### src/rtl/multiplexer_nto1_pipelined.sv
// N-to-1 multiplexer with a one-entry registered output stage and valid/ready flow control.
// Define MUX_ROUND_ROBIN_EN to add a `mode` port selecting round-robin arbitration over valid channels.
module multiplexer_nto1_pipelined #(
   parameter int WIDTH     = 32,
   parameter int INPUTS    = 4,
   parameter int SEL_WIDTH = 2
) (
   input  logic                     clk,
   input  logic                     rst_n,
   input  logic [INPUTS*WIDTH-1:0]  inputs,
   input  logic [INPUTS-1:0]        input_valid,
   output logic [INPUTS-1:0]        input_ready,
   input  logic [SEL_WIDTH-1:0]     selector,
`ifdef MUX_ROUND_ROBIN_EN
   input  logic                     mode,
`endif
   output logic [WIDTH-1:0]         output0,
   output logic                     output_valid,
   input  logic                     output_ready,
   output logic [SEL_WIDTH-1:0]     output_source
);

   // Handshake: a channel word transfers on a rising edge where input_valid[i] && input_ready[i];
   // the output word transfers on a rising edge where output_valid && output_ready.
   logic [WIDTH-1:0]     data_q, data_d;
   logic [SEL_WIDTH-1:0] src_q, src_d;
   logic                 valid_q, valid_d;

   logic [SEL_WIDTH-1:0] grant;
   logic                 grant_valid;
   logic                 grant_in_range;
   logic [WIDTH-1:0]     grant_data;
   logic                 can_accept;
   logic                 load;

`ifdef MUX_ROUND_ROBIN_EN
   logic [SEL_WIDTH-1:0] ptr_q, ptr_d;
   logic                 found;
`endif

   always_comb begin
      grant          = '0;
      grant_valid    = 1'b0;
      grant_in_range = 1'b0;
`ifdef MUX_ROUND_ROBIN_EN
      found = 1'b0;
      if (mode) begin
         // Search pointer, pointer+1, ... wrapping at INPUTS; the first valid channel wins.
         for (int k = 0; k < INPUTS; k++) begin
            for (int i = 0; i < INPUTS; i++) begin
               if (!found && input_valid[i] && (i == ((int'(ptr_q) + k) % INPUTS))) begin
                  found = 1'b1;
                  grant = SEL_WIDTH'(i);
               end
            end
         end
         grant_valid    = |input_valid;
         grant_in_range = found;
      end else begin
         for (int i = 0; i < INPUTS; i++) begin
            if (int'(selector) == i) begin
               grant          = SEL_WIDTH'(i);
               grant_in_range = 1'b1;
               grant_valid    = input_valid[i];
            end
         end
      end
`else
      // An out-of-range selector matches no channel, leaving grant_valid low.
      for (int i = 0; i < INPUTS; i++) begin
         if (int'(selector) == i) begin
            grant          = SEL_WIDTH'(i);
            grant_in_range = 1'b1;
            grant_valid    = input_valid[i];
         end
      end
`endif
   end

   always_comb begin
      grant_data  = '0;
      input_ready = '0;
      can_accept  = !valid_q || output_ready;
      load        = can_accept && grant_valid;
      for (int i = 0; i < INPUTS; i++) begin
         if (grant_in_range && (grant == SEL_WIDTH'(i))) begin
            grant_data     = inputs[i*WIDTH +: WIDTH];
            input_ready[i] = can_accept;
         end
      end
   end

   always_comb begin
      data_d  = data_q;
      src_d   = src_q;
      valid_d = valid_q;
      if (load) begin
         data_d  = grant_data;
         src_d   = grant;
         valid_d = 1'b1;
      end else if (valid_q && output_ready) begin
         valid_d = 1'b0;
      end
   end

`ifdef MUX_ROUND_ROBIN_EN
   always_comb begin
      ptr_d = ptr_q;
      if (load) begin
         ptr_d = ((32'(grant) + 32'd1) >= 32'(INPUTS)) ? '0 : (grant + SEL_WIDTH'(1));
      end
   end

   always_ff @(posedge clk or negedge rst_n) begin
      if (!rst_n) begin
         ptr_q <= '0;
      end else begin
         ptr_q <= ptr_d;
      end
   end
`endif

   always_ff @(posedge clk or negedge rst_n) begin
      if (!rst_n) begin
         data_q  <= '0;
         src_q   <= '0;
         valid_q <= 1'b0;
      end else begin
         data_q  <= data_d;
         src_q   <= src_d;
         valid_q <= valid_d;
      end
   end

   assign output0       = data_q;
   assign output_source = src_q;
   assign output_valid  = valid_q;

endmodule

### config.mk
export PLATFORM = sky130hd
export DESIGN_NAME = multiplexer_nto1_pipelined
export DESIGN_NICKNAME = d
export VERILOG_FILES = /design/src/rtl/multiplexer_nto1_pipelined.sv
export SDC_FILE = /design/constraint.sdc
export NUM_CORES = 1
export LEC_CHECK = 0
export ABC_AREA = 1
export ABC_CLOCK_PERIOD_IN_PS = 1510
export BUFFER_PORTS_ARGS = -buffer_cell sky130_fd_sc_hd__clkbuf_2
export CORE_MARGIN = 2
export CORE_UTILIZATION = 42
export CTS_BUF_LIST = sky130_fd_sc_hd__clkbuf_8
export DETAILED_ROUTE_END_ITERATION = 7
export PLACE_DENSITY_LB_ADDON = 0.1
export SLEW_MARGIN = 20
export SYNTH_ARGS = -nofsm -noshare
export SYNTH_HDL_FRONTEND = slang
export SYNTH_SLANG_ARGS = --single-unit
### constraint.sdc
create_clock -name clk -period 1.51 [get_ports clk]
set_clock_uncertainty 0.05 [all_clocks]
set_input_delay 0.302 -clock clk [delete_from_list [all_inputs] [get_ports clk]]
set_output_delay 0.302 -clock clk [all_outputs]
set_load 0.005 [all_outputs]
==> impl_metrics.tcl <==
set metrics [dict create \
    synthFlopType "dfrtp_1" \
    p_per_area_nw_per_um2 900 \
    grt_max_degree 37 \
    yosys_register_bits 35 \
    postRouteAntennaNets 0 \
    design.final.nets 665 \
    core_um2 5540 \
    grt_setup_unrepaired "true" \
    clk_pin_slew_worst_paths_ns 0.07 \
    placed_cells 590 \
    worst_pin_slew_ns 0.390 \
    die-area_um2 6390 \
    seq_area_frac_synth 0.362 \
    fmax_mhz 666 \
    maxCapViolCount 0 \
    dp_worst_setup_slack_ns 0.0283 \
    io_buffers 175 \
    wire_per_inst_um 13.6 \
    synth_top_area_frac 0.362 \
    end_kind "output port" \
    die_x_um 79.9 \
    required_ns 1.16 \
    fin_area_um2 3630 \
    n_antenna_cell 0 \
    regToRegSetupSlack_ns 0.07 \
    clk_latency_ns 0.29 \
    hold_viol 0 \
    grt_usage 0.257 \
    nFillCells 518 \
    vdd_ir_drop_max_v 0.000482 \
    syn_nets 490 \
    hold_path_class "primary input to flip-flop" \
    drt_iter0_drc 133 \
    relSlewSlack 0.740 \
    grt.overflow.total 0 \
    start_util 0.437 \
    post_dp_cell_area_um2 3460 \
    gp_routability_congestion 0.755 \
    dieHeight_um 79.9 \
    timing.final.ws_setup_ns 0.00929 \
    hold_ws_ns 0.298 \
    synth.area.top_cells "dfrtp_1 (36%), nand3_1 (27%), nand2_1 (16%)" \
    antenna_found_initial 0 \
    syn_avg_cell_area_um2 6.86 \
    synth_common_cells "nand3_1 (133), nand2_1 (103), dfrtp_1 (35)" \
    drcViolationCount 0 \
    worstSetupStartpointType "flip-flop" \
    syn-instance-count 353 \
    dr_total_vias 3192 \
    rows 27 \
    status "finished clean" \
    cts_buffers 5 \
    io_pins 176 \
    fin_cells 601 \
    drive_gt1_frac 0.416 \
    crit_type "flip-flop to output port" \
    arrival_ns 1.15 \
    grt_pass1_wl_um 13100 \
    yosysWarnings 0 \
    syn_area_um2 2420 \
    setup_viol 0 \
    vias_per_cell 5.31 \
    synth.most_common_cell "nand3_1" \
    p_leak_nw 2.02 \
    cts_max_level 2 \
    grt_pass1_vias 2956 \
    async_reset_ff_frac 1.00 \
    ys_types 20 \
    final_util 0.656 \
    wl_um 8160 \
    post-route-period-util 0.994 \
    clkSinkCount 35 \
    firstDrtPassIters 5 \
    hpwl_um 6460 \
    area_growth_pct 50.1 \
    path_max_fanout 4 \
    slew_viol_final 0 \
    clockBufferDepth 2 \
    synth_edf_count 0 \
    cts-root-buf "clkbuf_8" \
    fin_crit_ns 1.50 \
    tritoncts "built" \
    yosys.area.top_type "dfrtp_1" \
]
-- final cells by class --
class | instances | area, um^2 | area share
sequential | 35 | 876 | 0.241
clock buffer | 6 | 82.6 | 0.0227
tap | 72 | 90.1 | 0.0248
timing repair buffer | 203 | 1180 | 0.325
multi-input combinational | 279 | 1350 | 0.372
inverter | 4 | 17.5 | 0.00482
clock inverter | 2 | 35.0 | 0.00964
-- stage by stage --
stage	total power, mW	setup TNS [ns]
final	3.27	0
after global routing	3.48	-0.220
after CTS	3.28	-0.00350
after detailed placement	2.39	0
after global placement	2.37	0
after floorplan	1.79	0
-- critical path: stages (launching register included) --
cell     delay (ns)
dfrtp_1        0.34
inv_1          0.04
or2_4          0.24
inv_4          0.08
nor3_2         0.04
buf_2          0.13
-- final timing paths --
| path | startpoint | end | cells after the start |
|---|---|---|---|
| max in group asynchronous | rst_n | output0[31] | 3 |
| min in group asynchronous | rst_n | output_valid | 2 |
| min reg2reg | output0[20] | output0[20] | 2 |
| min | inputs[8] | output0[8] | 5 |
| max reg2reg | output_valid | output0[9] | 8 |
| max | output_valid | input_ready[1] | 5 |
-- power by group --
group	switching (mW)	leakage (nW)	total (mW)	internal (mW)
combinational	0.585	1.52	1.14	0.560
sequential	0.118	0.442	1.26	1.14
clock	0.331	0.0612	0.864	0.534
-- sequential cells by signal, indices dropped and copies added (netlist names) --
register,cells
output0,32
output_valid,1
output_source,2
-- layout by cell type (no fill, tap or decap), types with 2 or more instances in the layout --
| cell type | synthesis | final |
|---|---|---|
| clkbuf_2 | 0 | 174 |
| nand3_1 | 133 | 133 |
| nand2_1 | 103 | 103 |
| dfrtp_1 | 35 | 35 |
| nand4_1 | 32 | 32 |
| buf_4 | 3 | 20 |
| clkbuf_8 | 0 | 6 |
| buf_12 | 0 | 6 |
| inv_2 | 2 | 2 |
| nor3_2 | 0 | 2 |
-- logic make-up (layout without fill, tap and decap cells) --
kind of cell | after synthesis | after routing | share of synthesized area
buffers and inverters | 39 | 215 | 0.0852
AO/OA/AOI/OAI | 1 | 1 | 0.00206
flip-flops | 35 | 35 | 0.362
AND/OR/NAND/NOR | 278 | 278 | 0.551
-- routing by layer --
metal | routed length (um) | GRT usage | vias up
li1 | - | - | 1579
met1 | 3310 | 0.307 | 1461
met2 | 4170 | 0.468 | 140
met3 | 586 | 0.0509 | 12
met4 | 97 | 0.0644 | 0
met5 | 0 | 0 | -
-- timing repair --
| item | in CTS | in global routing |
|---|---|---|
| hold buffers | 1 | 0 |
| setup endpoints to repair | 4 | 23 |
| endpoints found under the hold margin | 13 | 0 |
| pin swaps | 1 | 2 |
| gates resized for setup | 5 | 1 |
| buffers inserted | 1 | 0 |
| cloned | 0 | 1 |
(Power assumes the default switching activity.)
